`src/rtl/shiftwindow_pkg.sv`:
```
// Shared constants for the shift-window statistics coprocessor.
//   Register word addresses, CTRL bit positions, and the window-sum width function.
package shiftwindow_pkg;

  localparam int unsigned A_PUSH   = 0;
  localparam int unsigned A_CTRL   = 1;
  localparam int unsigned A_SUM    = 2;
  localparam int unsigned A_MAX    = 3;
  localparam int unsigned A_MIN    = 4;
  localparam int unsigned A_MAXIDX = 5;
  localparam int unsigned A_THRESH = 6;
  localparam int unsigned A_HITS   = 7;
  localparam int unsigned A_TAP0   = 16;

  localparam int unsigned CTRL_CLRSTAT = 0;
  localparam int unsigned CTRL_FLUSH   = 1;

  // Wide enough to hold DEPTH samples of full-scale value without overflow.
  function automatic int unsigned sum_width(input int unsigned data_w, input int unsigned depth);
    return data_w + $clog2(depth + 1);
  endfunction

endpackage

```
`src/rtl/shiftwindow_taps.sv`:
```
// Tap register chain for the sample window; tap 0 is the newest sample.
//   clk, reset   : clock, synchronous active-high reset
//   i_shift      : shift i_din into tap 0
//   i_flush      : synchronously zero every tap
//   o_taps       : all taps packed, tap i at [i*DATA_W +: DATA_W]
//   o_oldest     : tap DEPTH-1 (the sample leaving the window on the next shift)
module shiftwindow_taps
  import shiftwindow_pkg::*;
#(
  parameter int unsigned DATA_W = 8,
  parameter int unsigned DEPTH  = 16
) (
  input  logic                      clk,
  input  logic                      reset,
  input  logic                      i_shift,
  input  logic                      i_flush,
  input  logic [DATA_W-1:0]         i_din,
  output logic [DEPTH*DATA_W-1:0]   o_taps,
  output logic [DATA_W-1:0]         o_oldest
);

  logic [DEPTH-1:0][DATA_W-1:0] r_taps;

  // Taps start at zero, so the oldest tap reads 0 until the window has filled.
  always_ff @(posedge clk) begin
    if (reset || i_flush) begin
      r_taps <= '0;
    end else if (i_shift) begin
      r_taps <= {r_taps[DEPTH-2:0], i_din};
    end
  end

  assign o_taps   = r_taps;
  assign o_oldest = r_taps[DEPTH-1];

endmodule

```
`src/rtl/shiftwindow_stats_cp.sv`:
```
// Memory-mapped sliding-window statistics coprocessor (Avalon-MM slave, 0 wait states).
//   clk, reset       : clock, synchronous active-high reset
//   address          : word address (PUSH/CTRL/SUM/MAX/MIN/MAXIDX/THRESH/HITS, taps at 16+)
//   read / readdata  : read strobe, combinational read data
//   write / writedata / byteenable : write strobe, data, byte lanes (lane 0 qualifies PUSH)
module shiftwindow_stats_cp
  import shiftwindow_pkg::*;
#(
  parameter int unsigned DATA_W = 8,
  parameter int unsigned DEPTH  = 16,
  parameter int unsigned ADDR_W = 5
) (
  input  logic              clk,
  input  logic              reset,
  input  logic [ADDR_W-1:0] address,
  input  logic              read,
  output logic [31:0]       readdata,
  input  logic              write,
  input  logic [31:0]       writedata,
  input  logic [3:0]        byteenable
);

  localparam int unsigned SUM_W  = sum_width(DATA_W, DEPTH);
  localparam int unsigned FILL_W = $clog2(DEPTH + 1);

  logic [SUM_W-1:0]        r_sum;
  logic [FILL_W-1:0]       r_fill;
  logic                    r_pending;
  logic [31:0]             r_samples;
  logic [SUM_W-1:0]        r_max;
  logic [SUM_W-1:0]        r_min;
  logic [31:0]             r_maxidx;
  logic [SUM_W-1:0]        r_thresh;
  logic [31:0]             r_hits;

  logic                    w_push;
  logic                    w_ctrl_wr;
  logic                    w_clr;
  logic                    w_flush;
  logic                    w_thresh_wr;
  logic [DATA_W-1:0]       w_din;
  logic [DATA_W-1:0]       w_oldest;
  logic [DEPTH*DATA_W-1:0] w_taps;
  logic [FILL_W-1:0]       w_new_fill;
  logic                    w_valid;
  logic                    w_unused;

  assign w_push      = write && (address == ADDR_W'(A_PUSH)) && byteenable[0];
  assign w_ctrl_wr   = write && (address == ADDR_W'(A_CTRL));
  assign w_clr       = w_ctrl_wr && writedata[CTRL_CLRSTAT];
  assign w_flush     = w_ctrl_wr && writedata[CTRL_FLUSH];
  assign w_thresh_wr = write && (address == ADDR_W'(A_THRESH));
  assign w_din       = writedata[DATA_W-1:0];
  assign w_valid     = (r_fill == FILL_W'(DEPTH));
  assign w_new_fill  = w_valid ? r_fill : r_fill + FILL_W'(1);
  assign w_unused    = ^{read, writedata, byteenable};

  shiftwindow_taps #(
    .DATA_W (DATA_W),
    .DEPTH  (DEPTH)
  ) u_taps (
    .clk      (clk),
    .reset    (reset),
    .i_shift  (w_push),
    .i_flush  (w_flush),
    .i_din    (w_din),
    .o_taps   (w_taps),
    .o_oldest (w_oldest)
  );

  // Window stage: incremental sum, fill level, push counter, and the pending flag
  // that hands each completed window to the stats stage exactly once.
  always_ff @(posedge clk) begin
    if (reset) begin
      r_sum     <= '0;
      r_fill    <= '0;
      r_pending <= 1'b0;
      r_samples <= '0;
    end else begin
      if (w_flush) begin
        r_sum     <= '0;
        r_fill    <= '0;
        r_pending <= 1'b0;
      end else if (w_push) begin
        r_sum     <= r_sum + SUM_W'(w_din) - SUM_W'(w_oldest);
        r_fill    <= w_new_fill;
        r_pending <= (w_new_fill == FILL_W'(DEPTH));
      end else begin
        r_pending <= 1'b0;
      end
      if (w_push) begin
        r_samples <= r_samples + 32'd1;
      end
    end
  end

  // Stats stage: evaluates the registered sum one cycle after the window completes.
  // A clear or flush in the same cycle drops that window.
  always_ff @(posedge clk) begin
    if (reset) begin
      r_max    <= '0;
      r_min    <= '1;
      r_maxidx <= '0;
      r_hits   <= '0;
      r_thresh <= '0;
    end else begin
      if (w_clr) begin
        r_max    <= '0;
        r_min    <= '1;
        r_maxidx <= '0;
        r_hits   <= '0;
      end else if (r_pending && !w_flush) begin
        if (r_sum > r_max) begin
          r_max    <= r_sum;
          r_maxidx <= r_samples;
        end
        if (r_sum < r_min) begin
          r_min <= r_sum;
        end
        if ((r_sum > r_thresh) && (r_hits != '1)) begin
          r_hits <= r_hits + 32'd1;
        end
      end
      if (w_thresh_wr) begin
        r_thresh <= writedata[SUM_W-1:0];
      end
    end
  end

  // Read decode: zero-wait-state, zero-extended, unmapped addresses read 0.
  always_comb begin
    readdata = '0;
    case (address)
      ADDR_W'(A_PUSH):   readdata = r_samples;
      ADDR_W'(A_CTRL):   readdata = {16'd0, 8'(r_fill), 7'd0, w_valid};
      ADDR_W'(A_SUM):    readdata = 32'(r_sum);
      ADDR_W'(A_MAX):    readdata = 32'(r_max);
      ADDR_W'(A_MIN):    readdata = 32'(r_min);
      ADDR_W'(A_MAXIDX): readdata = r_maxidx;
      ADDR_W'(A_THRESH): readdata = 32'(r_thresh);
      ADDR_W'(A_HITS):   readdata = r_hits;
      default: begin
        for (int unsigned i = 0; i < DEPTH; i++) begin
          if (address == ADDR_W'(A_TAP0 + i)) begin
            readdata = 32'(w_taps[i*DATA_W +: DATA_W]);
          end
        end
      end
    endcase
  end

endmodule
```
`config.mk`:
```
export PLATFORM = sky130hd
export DESIGN_NAME = shiftwindow_stats_cp
export DESIGN_NICKNAME = d
export VERILOG_FILES = /design/src/rtl/shiftwindow_pkg.sv /design/src/rtl/shiftwindow_taps.sv /design/src/rtl/shiftwindow_stats_cp.sv
export SDC_FILE = /design/constraint.sdc
export NUM_CORES = 1
export LEC_CHECK = 0
export ABC_AREA = 1
export BUFFER_PORTS_ARGS = -buffer_cell sky130_fd_sc_hd__buf_2
export CAP_MARGIN = 20
export CORE_MARGIN = 3
export CORE_UTILIZATION = 60
export CTS_CLUSTER_DIAMETER = 80
export DETAILED_ROUTE_END_ITERATION = 7
export PLACE_DENSITY_LB_ADDON = 0.1
export SYNTH_ARGS = -nofsm -noshare
export SYNTH_HDL_FRONTEND = slang
export SYNTH_SLANG_ARGS = --single-unit
```
`constraint.sdc`:
```
create_clock -name clk -period 3 [get_ports clk]
set_input_delay 0.3 -clock clk [delete_from_list [all_inputs] [get_ports clk]]
set_output_delay 0.3 -clock clk [all_outputs]
set_load 0.01 [all_outputs]
```
# [Word level (Yosys, flattened, before mapping)]
# Index checks and enable logic that the tools add are counted.
[word_totals] regBits=282 latch_bits=0 ramBits=0 romBits=0 output_inout_bits=32 word_cells=95 n_memories=0
[classes] add_sub_neg=5 multipliers=0 n_div=0 n_lt_le_gt_ge=3 eq_ne=26 shift=0 muxes=18 bitwise_logic=1 reduce_logical=17
[ops] cell="$mux 32" count=15
[ops] cell="$pmux 32 s8" count=1
[ops] cell="$eq 5x5->1 const B" count=18
[ops] cell="$add 32x1->32 const B" count=2
[ops] cell="$ne 32x32->1 const B" count=1
[ops] cell="$gt 13x13->1" count=2
[ops] cell="$eq 5x3->1 const B" count=4
[ops] cell="$add 13x8->13" count=1
[ops] cell="$lt 13x13->1" count=1
[ops] cell="$sub 13x8->13" count=1
[ops] cell="$eq 5x2->1 const B" count=2
[ops] cell="$logic_and 1x1->1" count=8
[ops] cell="$mux 8" count=1
[ops] cell="$reduce_and 2->1" count=3
[ops] cell="$add 5x1->5 const B" count=1
[ops] cell="$eq 5x1->1 const B" count=1
[ops] cell="$logic_not 5->1" count=1
[ops] cell="$mux 5" count=1
[ops] cell="$reduce_or 2->1" count=2
[ops] cell="$reduce_or 3->1" count=1
[ops] cell="$logic_not 1->1" count=1
[ops] cell="$logic_or 1x1->1" count=1
[ops] cell="$not 1->1" count=1

# [Longest topological paths before layout]
[logic_depth] word_depth=18 mapped_depth=16

# [Hierarchy]
# A second synthesis with hierarchy kept.
[hier_totals] cells_unflattened=2483 hier_area_um2=16107.9
[modules_own_cells] module="shiftwindow_stats_cp" instances=1 cells_each=1664 area_each_um2=10806.6 seq_area_each_um2=3083.0
[modules_own_cells] module="shiftwindow_taps" instances=1 cells_each=819 area_each_um2=5301.3 seq_area_each_um2=2562.5

# [Worst setup path before layout]
# OpenSTA, ideal clock, no wires.
[synth_path] path_type="register -> register" startpoint="register r_sum[3]" endpoint="register r_sum[10]" arrival_time_ns=2.350 setup_slack_ns=0.535 path_stages_with_launch=15 path_buffers=0 synth_period_minus_slack_ns=2.465 path_cell_list="dfxtp_1 inv_1 fa_1 inv_1 ha_1 inv_1 o21bai_1 a31oi_1 o21ai_0 nand2_1 nand2_1 a21oi_1 xor2_1 o21ai_0 inv_1"
[synth_between] elab_chain_len=2
[synth_rtl] item="start: declaration" line_no="shiftwindow_stats_cp.sv:26" rtl="logic [SUM_W-1:0] r_sum;"
[synth_rtl] item="start signal: assignment" line_no="shiftwindow_stats_cp.sv:85" rtl="r_sum <= r_sum + SUM_W'(w_din) - SUM_W'(w_oldest);"
[synth_rtl] item="$add 13x8->13" line_no="shiftwindow_stats_cp.sv:85"
[synth_rtl] item="$sub 13x8->13" line_no="shiftwindow_stats_cp.sv:85"
# No other way between the ends.
# A chain may end at the register's enable or synchronous reset.

# [Worst setup path in the final report]
[layout_path] startpoint="input port address[3]" endpoint="output port readdata[3]"
[layout_between] elab_chain_len=18 elab_cells_between_ends=41
[layout_rtl] item="start: declaration" line_no="shiftwindow_stats_cp.sv:15" rtl="input logic [ADDR_W-1:0] address,"
[layout_rtl] item="$eq 5x5->1" line_no="shiftwindow_stats_cp.sv:144" rtl="if (address == ADDR_W'(A_TAP0 + i)) begin"
[layout_rtl] item="$mux 8" line_no="shiftwindow_stats_cp.sv:144"
[layout_rtl] item="$mux 32 (15 in series)" line_no="shiftwindow_stats_cp.sv:144"
[layout_rtl] item="$pmux 32 s8 *" line_no="shiftwindow_stats_cp.sv:133" rtl="case (address)"
[layout_rtl] item="end: declaration" line_no="shiftwindow_stats_cp.sv:17" rtl="output logic [31:0] readdata,"
# Every way passes the cells marked *; elsewhere a longest branch is shown, timed or not.

==> results.md <==
- The critical path ends at readdata[3].
- The die extent in y is 163.7 um.
- IR analysis of the VDD net gives a maximum drop of 0.0005928 V.
- The total power consumption of the routed design is 0.008079 W.
- Setup total negative slack on the finished layout was measured at 0 ns.
- The floorplan step set the die width to approximately 160 um.
- CTS built an H-tree with a depth of 1.
- The floorplan has 57 rows.
- Once detail routing completed, the nets flagged for antenna violations numbered 0.
- The number of clock buffers added by TritonCTS is 31.
- The area added between synthesis and finish is 12.36%.
- The critical path crosses 9 cells after its start point.
- The synthesized netlist occupies a cell area of 0.01492 mm2.
- The flip-flop and latch area is ~0.0056 mm2.
- Between clock sinks in the finished design, the worst skew comes to 0.01696 ns.
- The first TritonRoute pass finished after 6 iterations.
- The launching element of the worst setup path is address[3].
- The post-synthesis share of cell area spent on and, or, nand and nor gates is 0.2720.
- The iteration-0 DRC count of the detailed router is 1,516.
- The worst register-to-register path ends at r_sum[10].
- The worst reg2reg path startpoint is r_sum[3].
- The warning count from the yosys run is 0.
- The worst path buffer plus inverter count is 4.
- On the critical path the largest part of the delay comes from compound AO/OA/AOI/OAI gates.
- The worst setup path is captured at an output pin.
- Of the total power, registers draw 0.465.
- The average cell area after synthesis is approximately 7.0 um2.
- The final global-route overflow total is 0.
- The fraction of final layout cells with drive strength greater than 1 is 0.09206.
- The flow ran to the end, and the final reports show no timing, DRC or antenna violations.
- The part of the power in combinational logic is 0.056.
- The cell count after synthesis is 2,146.
- Ranked by total cell area, the synthesized netlist is headed by dfxtp_1 38%, nand2_1 13%, a21oi_1 8.2%.
- The clock transition at the register clock pins on the worst setup and hold paths after CTS is 0.06 ns.
- TritonCTS built the clock tree.
- The required arrival time at the worst endpoint is 2.70 ns.
- In this run the tightest slew margin relative to its limit is 0.3116.
- Leaving out fill and tap cells, the most frequent cell in the layout is nand2_1.
- The switching part of the total is 0.2370.
- The kind of critical path is input port to output pin.
- Summed over all cells, the static leakage comes to 6.498 nW.
- The number of post-CTS setup repair buffers is 0.
- The area occupied by multi-input gates is about 0.0080 mm2.
- Clock latency on the worst-skew pair, taken at its later pin, is 0.58 ns.
- The first global-routing pass estimated 68,480 um of wire.
- The initial antenna violation count was 0.
- The detail-routed net length per standard cell is 16.62 um.
- The root buffer cell chosen for the clock tree is clkbuf_16.
- The worst hold-check path type is input port to register.
- The maximum number of buffers from clock root to sink is 3.
- Based on the critical path, the design can be clocked at up to 360.8 MHz.
- The worst register-to-register path has a depth of 14.
- Across all register-to-register paths, the minimum setup slack is ~0.32 ns.
- The detail-routed via count per cell is 5.746.
- The share of the Yosys chip area taken by registers is 0.3783.
- The initial utilization of the core area, before any placement, comes to 0.6118.
- The layout has 2,150 filler cells.
- At the end of the flow, the number of nets in the layout was 2,299.
- Across every metal layer, demand over resource in global routing totals 0.3133.
- The synthesized design spends more area on one cell type than any other, namely dfxtp_1.
- Power spread over the standard cell area amounts to 481.8 mW/mm2.
- Setup repair after global routing left no endpoint under its margin.
- After layout, the minimum clock period comes to 2.772 ns.
- The number of slew-limit violations in the final report is 0.
- The number of global-route vias before repair is ~13k.
- 0 antenna diodes ended up in the layout.
- Summing over every cut layer, the via total after detailed routing is 14.59k.
- For this design the top-level I/O count stands at between 70 and 80.
- Detailed placement ended at an HPWL of 30,430 um.
- The reported net switching power is around 0.0019 W.
- The floorplan step defined a core boundary enclosing between 0.02 and 0.025 mm2.
- The area fraction in compound gates after synthesis is 0.1808.
- In this run the worst path has a maximum fanout of 8.
- Of the post-synthesis cell area, the part taken by muxes is 0.
- For the worst setup path, the data arrival time is 2.47 ns.
- Of the total power, the clock network draws 0.479.
- The transition time at the pin with the least slew margin is 1.029 ns.
- The count of max-cap constraint violations is 0.
- Of the total synthesized cell area, the portion taken by XOR and XNOR cells is 0.02230.
- On the worst path, the slowest cell contributes a delay of roughly 0.80 ns.
- The maximum number of pins on one net before global-route repair is between 100 and 150.
- When the netlist entered floorplanning its net count stood at 2,254.
- The clock drives 282 sinks.
- Traced cell by cell, the critical path runs through buf_2 > inv_1 > nand3_1 > nor2_1 > inv_1 > o21ai_0 > a2111oi_0 > nand3_1 > buf_2.
- Cell internal power was estimated by the tool at between 0.006 and 0.007 W.
- Leaving out fill and tap cells, the most frequent cells in the layout are 520 x nand2_1, 282 x dfxtp_1, 244 x a21oi_1, 235 x inv_1, 193 x nor2_1.
- The number of hold violations in the final report is 0.
- Of the post-synthesis cell area, the dominant cell type holds 0.3783.
- The die outline area is 0.02680 mm2.
- The number of storage elements in the synthesis netlist is 282.
- Among all stages on the critical path, the largest delay is contributed by a2111oi_0.
- STA classifies the critical path startpoint as an input port.
- The overall routed net length is 42,220 um.
- Routability-driven placement finished with a final weighted congestion of 0.9339.
- After synthesis, the largest family of logic cells by area is simple AND/OR/NAND/NOR gates.
- Of the total synthesized cell area, the portion taken by full adders, half adders and majority gates is 0.05685.
- Setup violations remaining at the end of the flow were counted as 0.
- For this run, design rule violations remaining after detail routing come to 0.
- The count of distinct cell types in the synthesized netlist is 49.
- The final cycle utilization of the critical path is 0.9240.
- Port buffering added 53 buffers.
[metal layers]
| metal | track usage | vias to the layer above | part of all wire |
|---|---|---|---|
| met5 | 0 | - | 0 |
| met4 | 0.1373 | 0 | 0.047 |
| met3 | 0.03783 | 118 | 0.061 |
| met2 | 0.5032 | 514 | 0.46 |
| met1 | 0.4258 | 6726 | 0.44 |
| li1 | - | 7236 | - |
[power by group through the flow]
stage | clock, W | combinational, W | sequential, W
floorplan | 0 | 0.000290 | 0.00384
global placement | 0 | 0.000432 | 0.00384
detailed placement | 0 | 0.000439 | 0.00384
CTS | 0.00391 | 0.000442 | 0.00376
global route | 0.00405 | 0.000497 | 0.00376
finish | 0.00387 | 0.000450 | 0.00376
[how the worst min path moves through the flow]
stage / start / end / slack [ns] / cells past startpoint
2_1_floorplan: r_thresh[3] / r_thresh[3] / 0.45 / 2
3_3_place_gp: r_min[7] / r_min[7] / 0.46 / 2
3_5_place_dp: r_min[7] / r_min[7] / 0.46 / 2
4_1_cts: writedata[9] / r_thresh[9] / 0.01 / 3
5_1_grt: writedata[9] / r_thresh[9] / 0.04 / 3
6_report: writedata[9] / r_thresh[9] / 0.02 / 3
[sequential cells by signal (all words and copies together) (netlist names)]
signal	cells
r_sum	13
r_thresh	13
r_hits	32
u_taps.o_taps	120
r_samples	32
r_min	13
r_pending	1
r_maxidx	32
r_max	13
r_fill	5
u_taps.o_oldest	8
[cells in the mapped netlist, drive strengths merged]
library cell / n
or2: 9
o221ai: 10
a41oi: 1
clkinv: 2
o21a: 3
xnor2: 4
o21bai: 2
ha: 55
a21o: 4
o2111ai: 4
nor2: 207
a211oi: 26
dfxtp: 282
and3: 2
nor3: 47
a21oi: 244
a2111oi: 6
clkbuf: 66
xor2: 34
o22ai: 35
o21ai: 93
nand2: 528
a31oi: 4
buf: 32
o211ai: 27
a22oi: 2
nand4: 54
fa: 8
nor4: 12
nor4b: 1
a221oi: 9
a21boi: 1
o31a: 1
nand3: 83
inv: 242
nor3b: 6
[per-stage QoR]
step | util | hold slack, ns | instance area [um2] | setup slack, ns | instances
floorplan | - | 0.4455 | 14920 | 0.5349 | 2146
global placement | 0.6439 | 0.4556 | 15710 | 0.2892 | 2481
detailed placement | 0.6439 | 0.4623 | 15710 | 0.2496 | 2481
CTS | 0.6871 | 0.01064 | 16760 | 0.1512 | 2540
global route | 0.6874 | 0.03588 | 16770 | 0.05264 | 2540
finish | 0.6874 | 0.01813 | 16770 | 0.2281 | 2540
[cells by family after synthesis]
kind of cell	count (synthesis)
buffers and inverters	342
DFF	282
and+or+nand+nor	949
adders and majority gates	63
xor gates and xnor gates	38
AOI/OAI and AO/OA	472
[worst reg2reg max path, stage by stage, from the launching register on]
cell and delay, ns:
dfxtp_1 0.33, inv_1 0.11, fa_1 0.51, inv_1 0.04, ha_1 0.35, inv_1 0.09, o21bai_1 0.18, a31oi_2 0.08
o21ai_0 0.30, nand2_1 0.09, nand2_1 0.07, a21oi_1 0.07, xor2_1 0.14, o21ai_0 0.15, inv_1 0.05
[cell type report]
class / instances / area share
multi-input cells: 1522 / 0.4762
flip-flops and latches: 282 / 0.3367
clock buffers: 50 / 0.05709
inverters: 244 / 0.05477
repair buffers: 110 / 0.04597
well taps: 324 / 0.02418
clock inverters: 8 / 0.005149
[timing repair]
item,in CTS,in global routing
hold endpoints to repair,1,0
setup endpoints to repair,0,3
gates resized for setup,0,2
hold buffers,1,0
(Power assumes the default switching activity.)
